### src/rtl/fetch_sequencer_pkg.sv
// Shared types and constants for the instruction fetch sequencer.
// State encoding is fixed so that debug traces read the same across tools.
package fetch_sequencer_pkg;

  typedef enum logic [1:0] {
    S_IDLE   = 2'd0,
    S_FETCH  = 2'd1,
    S_HALTED = 2'd2
  } state_t;

  localparam logic [31:0] DEFAULT_BOOT_ADDR = 32'h0000_0000;
  localparam logic [31:0] NOP_INST          = 32'h0000_0000;

  // One queued fetch: the instruction word and the address it came from.
  typedef struct packed {
    logic [31:0] inst;
    logic [31:0] pc;
  } entry_t;

  localparam entry_t NOP_ENTRY = '{inst: NOP_INST, pc: 32'h0000_0000};

endpackage

### src/rtl/fetch_sequencer_if.sv
// Signal bundle between the fetch sequencer, instruction memory, control and decode.
// slave is the sequencer side; master is the environment (memory, execute, decode).
interface fetch_sequencer_if;
  import fetch_sequencer_pkg::*;

  logic        start;
  logic        halt_req;
  logic        redirect_valid;
  logic [31:0] redirect_pc;
  logic [31:0] pc;
  logic [31:0] inst;
  // Decode handshake: an instruction transfers on a cycle where out_valid and
  // out_ready are both high; out_valid never depends on out_ready, and the
  // head (out_inst/out_pc) is stable while out_valid is high and not taken,
  // except that a redirect discards it.
  logic        out_valid;
  logic [31:0] out_inst;
  logic [31:0] out_pc;
  logic        out_ready;
  logic        busy;
  state_t      dbg_state;

  modport slave (
    input  start, halt_req, redirect_valid, redirect_pc, inst, out_ready,
    output pc, out_valid, out_inst, out_pc, busy, dbg_state
  );

  modport master (
    output start, halt_req, redirect_valid, redirect_pc, inst, out_ready,
    input  pc, out_valid, out_inst, out_pc, busy, dbg_state
  );

endinterface

### src/rtl/fetch_sequencer_queue.sv
// Small FIFO of fetched {inst, pc} entries with flush. DEPTH must be 2 or 4 so
// the pointers wrap naturally at their bit width.
module fetch_queue
  import fetch_sequencer_pkg::*;
#(
  parameter int DEPTH = 2,
  parameter int CW    = $clog2(DEPTH + 1)
) (
  input  logic          clk,
  input  logic          reset,
  input  logic          push,
  input  logic          pop,
  input  logic          flush,
  input  entry_t        push_data,
  output entry_t        head_data,
  output logic [CW-1:0] count
);

  localparam int PW = $clog2(DEPTH);

  entry_t          mem [DEPTH];
  logic [PW-1:0]   wr_ptr;
  logic [PW-1:0]   rd_ptr;
  logic            do_push;
  logic            do_pop;

  assign do_push = push && (count != CW'(DEPTH));
  assign do_pop  = pop && (count != '0);

  always_ff @(posedge clk) begin
    if (reset) begin
      wr_ptr <= '0;
      rd_ptr <= '0;
      count  <= '0;
      for (int i = 0; i < DEPTH; i++) begin
        mem[i] <= NOP_ENTRY;
      end
    end else if (flush) begin
      wr_ptr <= '0;
      rd_ptr <= '0;
      count  <= '0;
    end else begin
      if (do_push) begin
        mem[wr_ptr] <= push_data;
        wr_ptr      <= wr_ptr + PW'(1);
      end
      if (do_pop) begin
        rd_ptr <= rd_ptr + PW'(1);
      end
      count <= count + CW'(do_push) - CW'(do_pop);
    end
  end

  // An empty queue presents the NOP entry rather than stale storage.
  assign head_data = (count != '0) ? mem[rd_ptr] : NOP_ENTRY;

endmodule

### src/rtl/fetch_sequencer.sv
// Drives the instruction memory address, buffers fetched words toward decode,
// and handles start/halt control plus execute-stage redirects.
module fetch_sequencer
  import fetch_sequencer_pkg::*;
#(
  parameter logic [31:0] BOOT_ADDR = DEFAULT_BOOT_ADDR,
  parameter logic [31:0] PC_INC    = 32'd1,
  parameter int          DEPTH     = 2
) (
  input  logic               clk,
  input  logic               reset,
  fetch_sequencer_if.slave   bus
);

  localparam int CW = $clog2(DEPTH + 1);

  state_t          state;
  state_t          state_next;
  logic [31:0]     pc_q;
  logic [CW-1:0]   count;
  entry_t          head;
  logic            push;
  logic            pop;
  logic            flush;
  logic            busy;

  always_ff @(posedge clk) begin
    if (reset) begin
      state <= S_IDLE;
    end else begin
      state <= state_next;
    end
  end

  // Redirect never changes state on its own; combined with start/halt the
  // ordinary transitions below give the required outcome.
  always_comb begin
    state_next = state;
    case (state)
      S_IDLE:   if (bus.start)    state_next = S_FETCH;
      S_FETCH:  if (bus.halt_req) state_next = S_HALTED;
      S_HALTED: if (bus.start)    state_next = S_FETCH;
      default:                    state_next = S_IDLE;
    endcase
  end

  // The fetch decision uses the pre-pop count, so a full queue never fetches.
  always_comb begin
    flush = bus.redirect_valid;
    pop   = (count != '0) && bus.out_ready && !bus.redirect_valid;
    push  = (state == S_FETCH) && (count < CW'(DEPTH))
            && !bus.redirect_valid && !bus.halt_req;
    busy  = (state == S_FETCH) || (count != '0);
  end

  always_ff @(posedge clk) begin
    if (reset) begin
      pc_q <= BOOT_ADDR;
    end else if (bus.redirect_valid) begin
      pc_q <= bus.redirect_pc;
    end else if (push) begin
      pc_q <= pc_q + PC_INC;
    end
  end

  fetch_queue #(
    .DEPTH (DEPTH),
    .CW    (CW)
  ) u_queue (
    .clk       (clk),
    .reset     (reset),
    .push      (push),
    .pop       (pop),
    .flush     (flush),
    .push_data ('{inst: bus.inst, pc: pc_q}),
    .head_data (head),
    .count     (count)
  );

  assign bus.pc        = pc_q;
  assign bus.out_valid = (count != '0);
  assign bus.out_inst  = head.inst;
  assign bus.out_pc    = head.pc;
  assign bus.busy      = busy;
  assign bus.dbg_state = state;

endmodule

### src/flat_wrapper.sv
// flat-port wrapper written by rule: the top's interface ports become plain ports
module fetch_sequencer_flat import fetch_sequencer_pkg::*;
#(
  parameter logic [31:0] BOOT_ADDR = DEFAULT_BOOT_ADDR,
  parameter logic [31:0] PC_INC    = 32'd1,
  parameter int          DEPTH     = 2
)
  (clk, reset, bus_start, bus_halt_req, bus_redirect_valid, bus_redirect_pc, bus_inst, bus_out_ready, bus_pc, bus_out_valid, bus_out_inst, bus_out_pc, bus_busy, bus_dbg_state);
  fetch_sequencer_if bus_i ();
  input  logic clk;
  input  logic reset;
  input wire logic [$bits(bus_i.start)-1:0] bus_start;
  input wire logic [$bits(bus_i.halt_req)-1:0] bus_halt_req;
  input wire logic [$bits(bus_i.redirect_valid)-1:0] bus_redirect_valid;
  input wire logic [$bits(bus_i.redirect_pc)-1:0] bus_redirect_pc;
  input wire logic [$bits(bus_i.inst)-1:0] bus_inst;
  input wire logic [$bits(bus_i.out_ready)-1:0] bus_out_ready;
  output wire logic [$bits(bus_i.pc)-1:0] bus_pc;
  output wire logic [$bits(bus_i.out_valid)-1:0] bus_out_valid;
  output wire logic [$bits(bus_i.out_inst)-1:0] bus_out_inst;
  output wire logic [$bits(bus_i.out_pc)-1:0] bus_out_pc;
  output wire logic [$bits(bus_i.busy)-1:0] bus_busy;
  output wire logic [$bits(bus_i.dbg_state)-1:0] bus_dbg_state;
  assign bus_i.start = bus_start;
  assign bus_i.halt_req = bus_halt_req;
  assign bus_i.redirect_valid = bus_redirect_valid;
  assign bus_i.redirect_pc = bus_redirect_pc;
  assign bus_i.inst = bus_inst;
  assign bus_i.out_ready = bus_out_ready;
  assign bus_pc = bus_i.pc;
  assign bus_out_valid = bus_i.out_valid;
  assign bus_out_inst = bus_i.out_inst;
  assign bus_out_pc = bus_i.out_pc;
  assign bus_busy = bus_i.busy;
  assign bus_dbg_state = bus_i.dbg_state;
  fetch_sequencer #(.BOOT_ADDR(BOOT_ADDR), .PC_INC(PC_INC), .DEPTH(DEPTH)) u_core (.clk(clk), .reset(reset), .bus(bus_i));
endmodule
### config.mk
export PLATFORM = sky130hd
export DESIGN_NAME = fetch_sequencer_flat
export DESIGN_NICKNAME = d
export VERILOG_FILES = /design/src/rtl/fetch_sequencer_pkg.sv /design/src/rtl/fetch_sequencer_if.sv /design/src/rtl/fetch_sequencer_queue.sv /design/src/rtl/fetch_sequencer.sv /design/src/flat_wrapper.sv
export SDC_FILE = /design/constraint.sdc
export NUM_CORES = 1
export LEC_CHECK = 0
export CORE_MARGIN = 1
export CORE_UTILIZATION = 52
export DETAILED_ROUTE_END_ITERATION = 8
export PLACE_DENSITY_LB_ADDON = 0.08
export SYNTH_ARGS = -nofsm -noshare
export SYNTH_HDL_FRONTEND = slang
export SYNTH_SLANG_ARGS = --single-unit
### constraint.sdc
create_clock -name clk -period 10.1 [get_ports clk]
set_input_delay 2.02 -clock clk [delete_from_list [all_inputs] [get_ports clk]]
set_output_delay 2.02 -clock clk [all_outputs]
set_load 0.05 [all_outputs]
* Word-level counts from Yosys, hierarchy flattened
Memories as Yosys holds them, arrays and structs flattened. A register that Yosys moved wholly into a read port is not among the register bits. Index checks and enable logic that the tools add are counted.
Word-level totals: memories 1, memory bits (writable) 128, register bits after elaboration 38
Cells by class: $add $sub $neg 5, mux-type cells 17, magnitude comparators 1, equality and inequality tests 5, reductions and logical operators 17
Memory list:
- u_core.u_queue.mem | depth 2, bits a word 64, read ports 1, clocked after Yosys merged registers in 1, write ports 2, line fetch_sequencer_queue.sv:21 | entry_t mem [DEPTH];
Operators by type and width (count):
- 64-bit two-way mux | 2
- 32-bit two-way mux | 2
- 64-bit OR reduction | 1
- 32-bit by 1-bit adder with 32-bit output (second input constant) | 1
- 1-bit two-way mux | 10
- 1-bit logical AND | 7
- 2-bit two-way mux | 2
- 2-bit inequality test (second input constant) | 2
- 2-bit case mux with 2 select lines | 1
- 2-bit nonzero test | 2
- 2-bit OR reduction | 2
- 1-bit adder (second input constant) | 2
- 2-bit by 1-bit adder with 2-bit output | 1
- 2-bit by 1-bit equality test with 1-bit output (second input constant) | 1
- 2-bit equality test (second input constant) | 1
- 1-bit logical NOT | 2
- 2-bit logical NOT | 1
- 2-bit less-than comparator (second input constant) | 1
- 2-bit by 1-bit inequality test with 1-bit output (second input constant) | 1
- 2-bit AND reduction | 1
- 2-bit by 1-bit subtractor with 2-bit output | 1
- 1-bit logical OR | 1

* Logic depth before layout (Yosys ltp)
Gate-level depths: netlist of the first run.
depth after elaboration 11, gate-level depth with buffers 11, depth with buffers taken out 10

* By module
From an unflattened synthesis of the first run, not the netlist that was laid out.
Second synthesis, totals: cells, all modules 713, area total of the unflattened synthesis 8126.5 um2
By module, submodules not included:
- fetch_queue | sequential area each 3943.8 um2, instances 1, cells an instance 440, area an instance 6043.3 um2
- fetch_sequencer | sequential area each 680.7 um2, instances 1, cells an instance 273, area an instance 2083.2 um2

* Least setup slack after synthesis of the first run
Ideal clock, no wire load.
path kind input-to-reg, start point in bus_redirect_valid, end point mem u_core.u_queue.mem[0][0] in the netlist's numbering, enable pin, setup slack 2.027 ns, required time 9.526 ns, buffers on the path 3, arrival 7.499 ns, stages 6, path through clkbuf_1 > inv_1 > clkbuf_1 > clkbuf_1 > nand2_1 > o21ai_0
RTL lines:
- from (decl) | line flat_wrapper.sv:14 | input wire logic [$bits(bus_i.redirect_valid)-1:0] bus_redirect_valid;
- to (decl) | line fetch_sequencer_queue.sv:21

==> flow_metrics.env, run 1 <==
export IMPL_status="complete, no violations"
export IMPL_fillers=1139
export IMPL_worstPathBufferInverterCount=1
export IMPL_clockRootBuffer="clkbuf_16"
export IMPL_n_antenna_cell=0
export IMPL_cts_setup_buffers=0
export IMPL_setup_viol=0
export IMPL_die_height_um=127
export IMPL_ant_nets=0
export IMPL_numClockSinks=167
export IMPL_post_synth_top_count_cell="edfxtp_1"
export IMPL_cp_slowest_cell="dfxtp_4"
export IMPL_drtIter0Drc=594
export IMPL_finalSetupTns_ps=0
export IMPL_cp_arrival_ps=2790
export IMPL_hold_path_startpoint="u_core.u_queue.rd_ptr"
export IMPL_first_global_vias=6024
export IMPL_drive_above_1_share_pct=6.04
export IMPL_syn_area_um2=8080
export IMPL_synth_fp_nets=802
export IMPL_cts_hold_buf=0
export IMPL_fin_skew_ps=7.70
export IMPL_rr_endpoint="u_core.bus.pc[28]"
export IMPL_io_pins=170
export IMPL_routedWlPerCell_um=18.5
export IMPL_cp_required_ps=8080
export IMPL_async_reset_ff_share_pct=0
export IMPL_cp_depth=3
export IMPL_yosysWarnings=0
export IMPL_netlist_top_cells_count="128 x edfxtp_1, 93 x nor2_1, 76 x and3_1"
export IMPL_clk_latency_ps=430
export IMPL_core_area_um2=15200
export IMPL_clk_pin_slew_ps=60
export IMPL_dp_hpwl_um=12300
export IMPL_syn_avg_cell_area_um2=11.1
export IMPL_regToRegStartpoint="u_core.bus.dbg_state[1]"
export IMPL_reg2reg_depth=5
export IMPL_slew_headroom_pct=18.8
export IMPL_dieArea_um2=16000
export IMPL_top_layer="met4"
export IMPL_viasPerCell=5.86
export IMPL_wl_met2_um=9500
export IMPL_fin_util_pct=68.8
export IMPL_dp_cells=1033
export IMPL_synthTopCellsByArea="edfxtp_1 48%, dfxtp_1 9.7%, mux2i_1 7.9%, and3_1 5.9%, and2_1 5.0%"
export IMPL_yosys_area_top_type="edfxtp_1"
export IMPL_min_path_cells=2
export IMPL_critPathMaxFanout=64
export IMPL_power_total_mw=1.60
export IMPL_dr_total_vias=6245
export IMPL_gp_congestion=0.885
export IMPL_synth_top_area_share_pct=47.5
export IMPL_cp_end_kind="primary output"
export IMPL_clock_path_buffers=2
export IMPL_gr_usage_all_layers_pct=25.3
export IMPL_slew_viol_final=0
export IMPL_path_class="reg -> out"
export IMPL_grt_pass1_wl_um=31200
export IMPL_critPathMaxStageDelay_ps=1110
export IMPL_grt_max_degree=71
export IMPL_period_needed_ps=4810
export IMPL_yosysSeqAreaShare_pct=57.2
export IMPL_worstSetupStartpointType="flip-flop"
export IMPL_synth_edff_count=128
export IMPL_drc_errors=0
export IMPL_antenna_found_initial=0
export IMPL_setup_slack_ps=5290
export IMPL_leakage_nw=3.81
export IMPL_met3_length_um=1310
export IMPL_worst_pin_slew_ps=1220
export IMPL_cts_resized=0
export IMPL_initial_core_util_pct=53.2
export IMPL_drt_first_pass_iters=5
export IMPL_path_cells="mux2i_1, nor2_1, clkdlybuf4s50_1"
export IMPL_final_hold_viol_count=0
export IMPL_synthCells=729
export IMPL_cts_htree_levels=4
export IMPL_ys_types=56
export IMPL_rsz0062_at_grt="false"
export IMPL_cts_tree="done"
export IMPL_place_port_buffers=169
export IMPL_drv_cap=0
export IMPL_r2r_setup_slack_ps=7270
export IMPL_hold_path_class="reg -> reg"
export IMPL_fmaxAchievable_ghz=0.208
export IMPL_area_delta_synth_final_pct=29.5
export IMPL_row_count=45
export IMPL_routed_wirelength_um=19700
export IMPL_grt_overflow=0
export IMPL_finalNonFillerCells=1065
export IMPL_synth_ff_latch_count=167
export IMPL_die_w_um=127
export IMPL_timing_final_crit_share_pct=47.6
export IMPL_nNetsFinal=937
export IMPL_pre_cts_ws_ps=5240
export IMPL_p_per_area_nw_per_um2=153
export IMPL_cpLargestDelayFamily="flip-flops"
export IMPL_cts_made_buffers=17
export IMPL_ir_drop_mv=0.127
export IMPL_synth_main_ff_cell="edfxtp_1"
export IMPL_wl_met1_um=8550
-- kinds of logic (layout without fill, tap and decap cells) --
logic type      count (synthesis)  count (layout)  synth area share (%)
xor+xnor                       15              15                  1.63
compound gates                 61              61                  5.65
flops                         167             167                  57.2
fa+ha+maj                       3               3                 0.464
simple gates                  344             344                  23.6
mux                            64              64                  7.92
buf+inv                        75             223                  3.56
-- tightest hold or removal path, cell delays in order (launching register included) --
cell     delay, ps
dfxtp_1        320
xor2_1          80
nor2_1          80
-- layout by cell type (no fill, tap or decap), types with 3 or more instances in the layout --
cell type | Yosys | final
nand4_1 | 19 | 19
nor2_1 | 93 | 91
clkbuf_16 | 0 | 17
a211oi_1 | 14 | 14
ha_1 | 3 | 3
nand2_1 | 23 | 22
and2_1 | 64 | 64
nor2_4 | 0 | 3
or3_1 | 3 | 3
and3_1 | 76 | 76
nand3_1 | 18 | 18
o211ai_1 | 4 | 4
inv_1 | 14 | 14
or4_1 | 3 | 3
clkinv_2 | 0 | 3
mux2i_1 | 64 | 64
nor3_1 | 12 | 12
edfxtp_1 | 128 | 128
o21ai_0 | 9 | 8
and4_1 | 8 | 8
xnor2_1 | 9 | 9
dfxtp_1 | 39 | 37
nor4_1 | 9 | 9
a221oi_1 | 3 | 3
buf_4 | 0 | 8
xor2_1 | 6 | 6
clkdlybuf4s50_1 | 0 | 169
a32oi_1 | 3 | 3
a21oi_1 | 8 | 8
bufinv_16 | 0 | 3
-- state kept, by name (all words and copies together), names as in the netlist, named ones only --
name / flops
u_core.u_queue.count: 2
u_core.u_queue.wr_ptr: 1
u_core.bus.dbg_state: 2
u_core.u_queue.rd_ptr: 1
u_core.u_queue.mem: 128
u_core.bus.pc: 32
-- cell type report --
type / count / area (µm²) / area share, %
clock buffers: 19 / 433 / 4.14
clock inverters: 13 / 154 / 1.47
inverters: 14 / 52.6 / 0.502
multi-input cells: 487 / 3210 / 30.7
flip-flops and latches: 167 / 4630 / 44.2
well taps: 188 / 235 / 2.25
repair buffers: 177 / 1750 / 16.7
-- worst max path at each step --
stage / from / end / slack, ps
after floorplan: bus_redirect_valid / u_core.u_queue.mem[0][0] / 2030
after global placement: bus_halt_req / u_core.bus.pc[28] / 5310
after detailed placement: bus_halt_req / u_core.bus.pc[28] / 5240
after CTS: flip-flop / bus_out_pc[29] / 5250
after global routing: flip-flop / bus_out_pc[26] / 5130
final: flip-flop / bus_out_pc[13] / 5290
-- report_power, final --
part / total (mW) / internal [mW] / leakage (nW) / switching (mW)
combinational: 0.162 / 0.0639 / 1.88 / 0.0979
sequential: 0.796 / 0.770 / 1.64 / 0.0269
clock: 0.646 / 0.387 / 0.283 / 0.259
total: 1.60 / 1.22 / 3.81 / 0.384
-- per-stage QoR --
stage	area (µm²)	hold slack (ps)
floorplan	8080	472
global placement	9880	485
detailed placement	9880	491
CTS	10500	506
global route	10500	539
finish	10500	513
-- metal layers --
layer | vias to the layer above | GRT usage, %
met1 | 3023 | 33.9
li1 | 2946 | -
met5 | - | 0
met2 | 251 | 41.3
met4 | 0 | 9.31
met3 | 25 | 4.51
No activity file was read; power rests on OpenSTA's default activity.
==> run 2: changes to the inputs <==
- clock period: 10.1 -> 4.7 ns (I/O delays scaled with it)
==> run 2 against run 1 <==
Effect of this change:
- final cell count up 0.56%
- clock skew is 2.5 ps higher
- clock-buffer cell count stayed put
- sequential share of layout area fell by 0.48 points
- worst hold slack is essentially flat
- first-iteration DRC count rose by 26%
- setup slack lost 4300 ps
- via count up 2.6%
- register-to-register slack lost 5100 ps
- power up 120%
- routed wire length grew 4.0%
- critical path type unchanged
- largest power group unchanged
==> flow_metrics.env, run 2 (same netlist as run 1, synthesis figures left out) <==
export IMPL_setup_viol=0
export IMPL_timing_final_crit_share_pct=78.0
export IMPL_rsz0062_at_grt="false"
export IMPL_cts_made_buffers=17
export IMPL_top_register="u_core.u_queue.mem"
export IMPL_cts_resized=0
export IMPL_area_delta_synth_final_pct=30.9
export IMPL_first_global_vias=6200
export IMPL_slew_viol_final=0
export IMPL_layout_common_cells="169 x clkdlybuf4s50_1, 128 x edfxtp_1, 91 x nor2_1"
export IMPL_dr_total_vias=6406
export IMPL_dp_hpwl_um=13200
export IMPL_core_area_um2=15200
export IMPL_path_class="reg -> out"
export IMPL_cts_hold_buf=0
export IMPL_clk_pin_slew_ps=60
export IMPL_drv_cap=0
export IMPL_row_count=45
export IMPL_clock_path_buffers=2
export IMPL_numClockSinks=167
export IMPL_p_per_area_nw_per_um2=337
export IMPL_worst_pin_slew_ps=925
export IMPL_clockRootBuffer="clkbuf_16"
export IMPL_intPower_mw=2.74
export IMPL_die_w_um=127
export IMPL_cts_tree="done"
export IMPL_sw_frac_of_total_pct=23.4
export IMPL_power_total_mw=3.57
export IMPL_status="complete, no violations"
export IMPL_gr_usage_all_layers_pct=26.4
export IMPL_cts_htree_levels=4
export IMPL_finalSetupTns_ps=0
export IMPL_dieArea_um2=16000
export IMPL_fin_skew_ps=10.2
export IMPL_cp_required_ps=3760
export IMPL_antenna_found_initial=1
export IMPL_clock_power_share_pct=42.1
export IMPL_routedWlPerCell_um=19.1
export IMPL_hold_path_class="reg -> reg"
export IMPL_ant_nets=0
export IMPL_cp_end_kind="primary output"
export IMPL_worstSetupStartpointType="flip-flop"
export IMPL_dp_cells=1038
export IMPL_viasPerCell=5.98
export IMPL_io_pins=170
export IMPL_ir_drop_mv=0.257
export IMPL_seq_power_share_pct=47.9
export IMPL_largest_reg_flops=128
export IMPL_die_height_um=127
export IMPL_place_port_buffers=169
export IMPL_initial_core_util_pct=53.2
export IMPL_grt_pass1_wl_um=32500
export IMPL_drc_errors=0
export IMPL_finalNonFillerCells=1071
export IMPL_drive_above_1_share_pct=6.69
export IMPL_cp_arrival_ps=2730
export IMPL_comb_power_share_pct=10.0
export IMPL_drtIter0Drc=751
export IMPL_cts_setup_buffers=0
export IMPL_drt_first_pass_iters=5
export IMPL_final_hold_viol_count=0
export IMPL_final_common_cell="clkdlybuf4s50_1"
export IMPL_nNetsFinal=942
export IMPL_critPathMaxFanout=42
export IMPL_grt_max_degree=71
export IMPL_fmaxAchievable_ghz=0.273
export IMPL_gp_congestion=0.912
export IMPL_critPathMaxStageDelay_ps=870
export IMPL_slew_headroom_pct=38.3
export IMPL_cp_slowest_cell="dfxtp_4"
export IMPL_grt_overflow=0
export IMPL_period_needed_ps=3670
export IMPL_path_cells="buf_4, mux2i_1, nor2_1, clkdlybuf4s50_1"
export IMPL_routed_wirelength_um=20500
export IMPL_leakage_nw=3.87
export IMPL_p_sw_uw=834
export IMPL_clk_latency_ps=430
[run 2: layer usage]
layer  wire [µm]  vias to the layer above  track usage, %
li1            -                     2963               -
met1        8680                     3100            34.8
met2        9950                      305            43.1
met3        1480                       38            5.27
met4         390                        0            10.8
met5           0                        -               0
[run 2: critical path, delay by kind of cell (launching register included)]
kind	cells	cell delay [ps]
multiplexers	1	130
buffers and inverters	2	1200
flip-flops	1	870
AND/OR/NAND/NOR	1	100
[run 2: metrics by stage]
stage | utilization, % | cell area [µm²] | setup WS [ps] | hold slack (ps)
2_1_floorplan | - | 8090 | 650 | 472
3_3_place_gp | 65.4 | 9940 | 1130 | 485
3_5_place_dp | 65.4 | 9940 | 1100 | 489
4_1_cts | 69.6 | 10600 | 991 | 514
6_report | 69.6 | 10600 | 1030 | 513
5_1_grt | 69.6 | 10600 | 852 | 544
[run 2: layout make-up]
type	instances	area, µm²
clock inverter	13	203
inverter	14	52.6
antenna	1	2.50
multi-input combinational	487	3210
tap	188	235
clock buffer	19	433
fill	1125	4620
timing repair buffer	182	1810
sequential	167	4630
[run 2: worst paths after layout]
kind	end	slack [ps]	depth (start not counted)	start
worst max-delay path	bus_out_inst[20]	1030	4	flip-flop
worst min-delay path	flip-flop	510	2	u_core.u_queue.rd_ptr
worst max register to register	u_core.u_queue.mem[1][40]	2150	4	u_core.bus.dbg_state[1]
worst min register to register	flip-flop	510	2	u_core.u_queue.rd_ptr
[run 2: power groups by stage]
stage	clock, mW	combinational [mW]	sequential, mW
after floorplan	0	0.138	1.79
after global placement	0	0.349	1.74
after detailed placement	0	0.354	1.74
after CTS	1.51	0.357	1.71
after global routing	1.57	0.378	1.72
final	1.50	0.356	1.71
==> run 3: changes to the inputs <==
- clock period: 4.7 -> 3.5 ns (I/O delays scaled with it)
==> run 3 against run 2 <==
Effect of this change:
- sequential power increased by 35%
- clock power increased by 41%
- final cell count increased by 0.47%
- clock skew about the same
- die area unchanged
- worst hold slack improved by 4.3 ps
- global-route usage increased by 0.13 points
- via count decreased by 0.94%
- largest cell class unchanged
- largest power group unchanged
==> flow_metrics.env, run 3 (same netlist as run 1, synthesis figures left out) <==
export IMPL_io_pins=170
export IMPL_clock_path_buffers=2
export IMPL_path_class="reg -> out"
export IMPL_reg2reg_depth=11
export IMPL_antenna_found_initial=0
export IMPL_whs_ps=517
export IMPL_routed_wirelength_um=20800
export IMPL_period_needed_ps=3190
export IMPL_final_common_cell="clkdlybuf4s50_1"
export IMPL_drv_cap=0
export IMPL_final_hold_viol_count=0
export IMPL_place_port_buffers=169
export IMPL_path_cells="nor2_4, buf_4, o21ai_0, clkdlybuf4s50_1"
export IMPL_cts_setup_buffers=0
export IMPL_nNetsFinal=948
export IMPL_cpLargestDelayFamily="buffers and inverters"
export IMPL_clock_power_share_pct=43.3
export IMPL_clockRootBuffer="clkbuf_16"
export IMPL_leakage_nw=3.92
export IMPL_worstPathBufferInverterCount=2
export IMPL_top_register="u_core.u_queue.mem"
export IMPL_fin_skew_ps=10.3
export IMPL_pre_cts_ws_ps=389
export IMPL_fmaxAchievable_ghz=0.313
export IMPL_largest_reg_flops=128
export IMPL_intPower_mw=3.76
export IMPL_viasPerCell=5.90
export IMPL_core_area_um2=15200
export IMPL_drive_above_1_share_pct=7.55
export IMPL_clk_pin_slew_ps=60
export IMPL_worstSetupStartpointType="flip-flop"
export IMPL_routedWlPerCell_um=19.3
export IMPL_power_total_mw=4.90
export IMPL_grt_overflow=0
export IMPL_timing_final_crit_share_pct=91.2
export IMPL_cts_htree_levels=4
export IMPL_cp_depth=4
export IMPL_initial_core_util_pct=53.2
export IMPL_slew_headroom_pct=51.0
export IMPL_layout_common_cells="169 x clkdlybuf4s50_1, 128 x edfxtp_1, 91 x nor2_1"
export IMPL_min_path_cells=2
export IMPL_dieArea_um2=16000
export IMPL_rsz0062_at_grt="false"
export IMPL_dp_hpwl_um=13400
export IMPL_critPathMaxStageDelay_ps=740
export IMPL_cp_arrival_ps=2490
export IMPL_ant_nets=0
export IMPL_fillers=1134
export IMPL_cp_end_kind="primary output"
export IMPL_p_sw_mw=1.13
export IMPL_grt_max_degree=71
export IMPL_r2r_setup_slack_ps=1040
export IMPL_comb_power_share_pct=9.8
export IMPL_setup_viol=0
export IMPL_area_delta_synth_final_pct=32.0
export IMPL_seq_power_share_pct=46.9
export IMPL_drt_first_pass_iters=5
export IMPL_grt_pass1_wl_um=32800
export IMPL_gr_usage_all_layers_pct=26.5
export IMPL_finalSetupTns_ps=0
export IMPL_p_per_area_nw_per_um2=459
export IMPL_drtIter0Drc=539
export IMPL_row_count=45
export IMPL_numClockSinks=167
export IMPL_critPathMaxFanout=65
export IMPL_ir_drop_mv=0.368
export IMPL_cts_made_buffers=17
export IMPL_clk_latency_ps=430
export IMPL_slew_viol_final=0
export IMPL_cp_slowest_cell="clkdlybuf4s50_1"
export IMPL_worst_pin_slew_ps=735
export IMPL_gp_congestion=0.840
export IMPL_cp_required_ps=2800
export IMPL_n_antenna_cell=0
export IMPL_cts_resized=0
export IMPL_setup_slack_ps=307
export IMPL_first_global_vias=6332
export IMPL_hold_path_class="reg -> reg"
export IMPL_cts_hold_buf=0
export IMPL_die_height_um=127
export IMPL_sw_frac_of_total_pct=23.2
export IMPL_die_w_um=127
export IMPL_status="complete, no violations"
export IMPL_drc_errors=0
export IMPL_cts_tree="done"
export IMPL_fin_util_pct=70.2
export IMPL_dr_total_vias=6346
[run 3: cell count changes in the layout (fill, tap and decap cells not counted), sizes merged]
cell      before  now
clkbuf        19   22
clkinv         6    3
inv           15   16
diode          1    0
clkinvlp       1    0
buf           13   19
[run 3: worst paths after layout]
| kind | endpoint | from |
|---|---|---|
| worst max-delay path | bus_busy | u_core.u_queue.count[1] |
| worst min-delay path | u_core.u_queue.rd_ptr | u_core.u_queue.rd_ptr |
| worst max register to register | u_core.u_queue.count[1] | u_core.u_queue.count[1] |
| worst min register to register | u_core.u_queue.rd_ptr | u_core.u_queue.rd_ptr |
[run 3: metrics by stage]
stage	instance area (µm²)	cells
after floorplan	8100	729
after global placement	10000	1044
after detailed placement	10000	1044
after CTS	10700	1076
after global routing	10700	1076
final	10700	1076
[run 3: power by group through the flow]
stage | sequential, mW | combinational, mW | clock (mW)
global route | 2.31 | 0.509 | 2.20
CTS | 2.30 | 0.481 | 2.13
detailed placement | 2.34 | 0.478 | 0
floorplan | 2.40 | 0.187 | 0
global placement | 2.33 | 0.469 | 0
finish | 2.30 | 0.482 | 2.12
[run 3: cell type report]
cell class | instances | area [µm²] | share of cell area, %
clock inverters | 10 | 189 | 1.77
well taps | 188 | 235 | 2.20
inverters | 14 | 52.6 | 0.492
clock buffers | 22 | 484 | 4.54
multi-input cells | 487 | 3210 | 30.1
repair buffers | 188 | 1870 | 17.5
flip-flops and latches | 167 | 4630 | 43.4
[run 3: tightest hold or removal path, cell delays in order (launching register included)]
cell and delay (ps):
dfxtp_1 330, xor2_1 80, nor2_1 80
[run 3: layer usage]
metal	vias up	track usage (%)	routed length, µm
li1	2970	-	-
met1	3071	33.8	8750
met2	273	45.3	10300
met3	32	4.89	1350
met4	0	9.94	397
met5	-	0	0
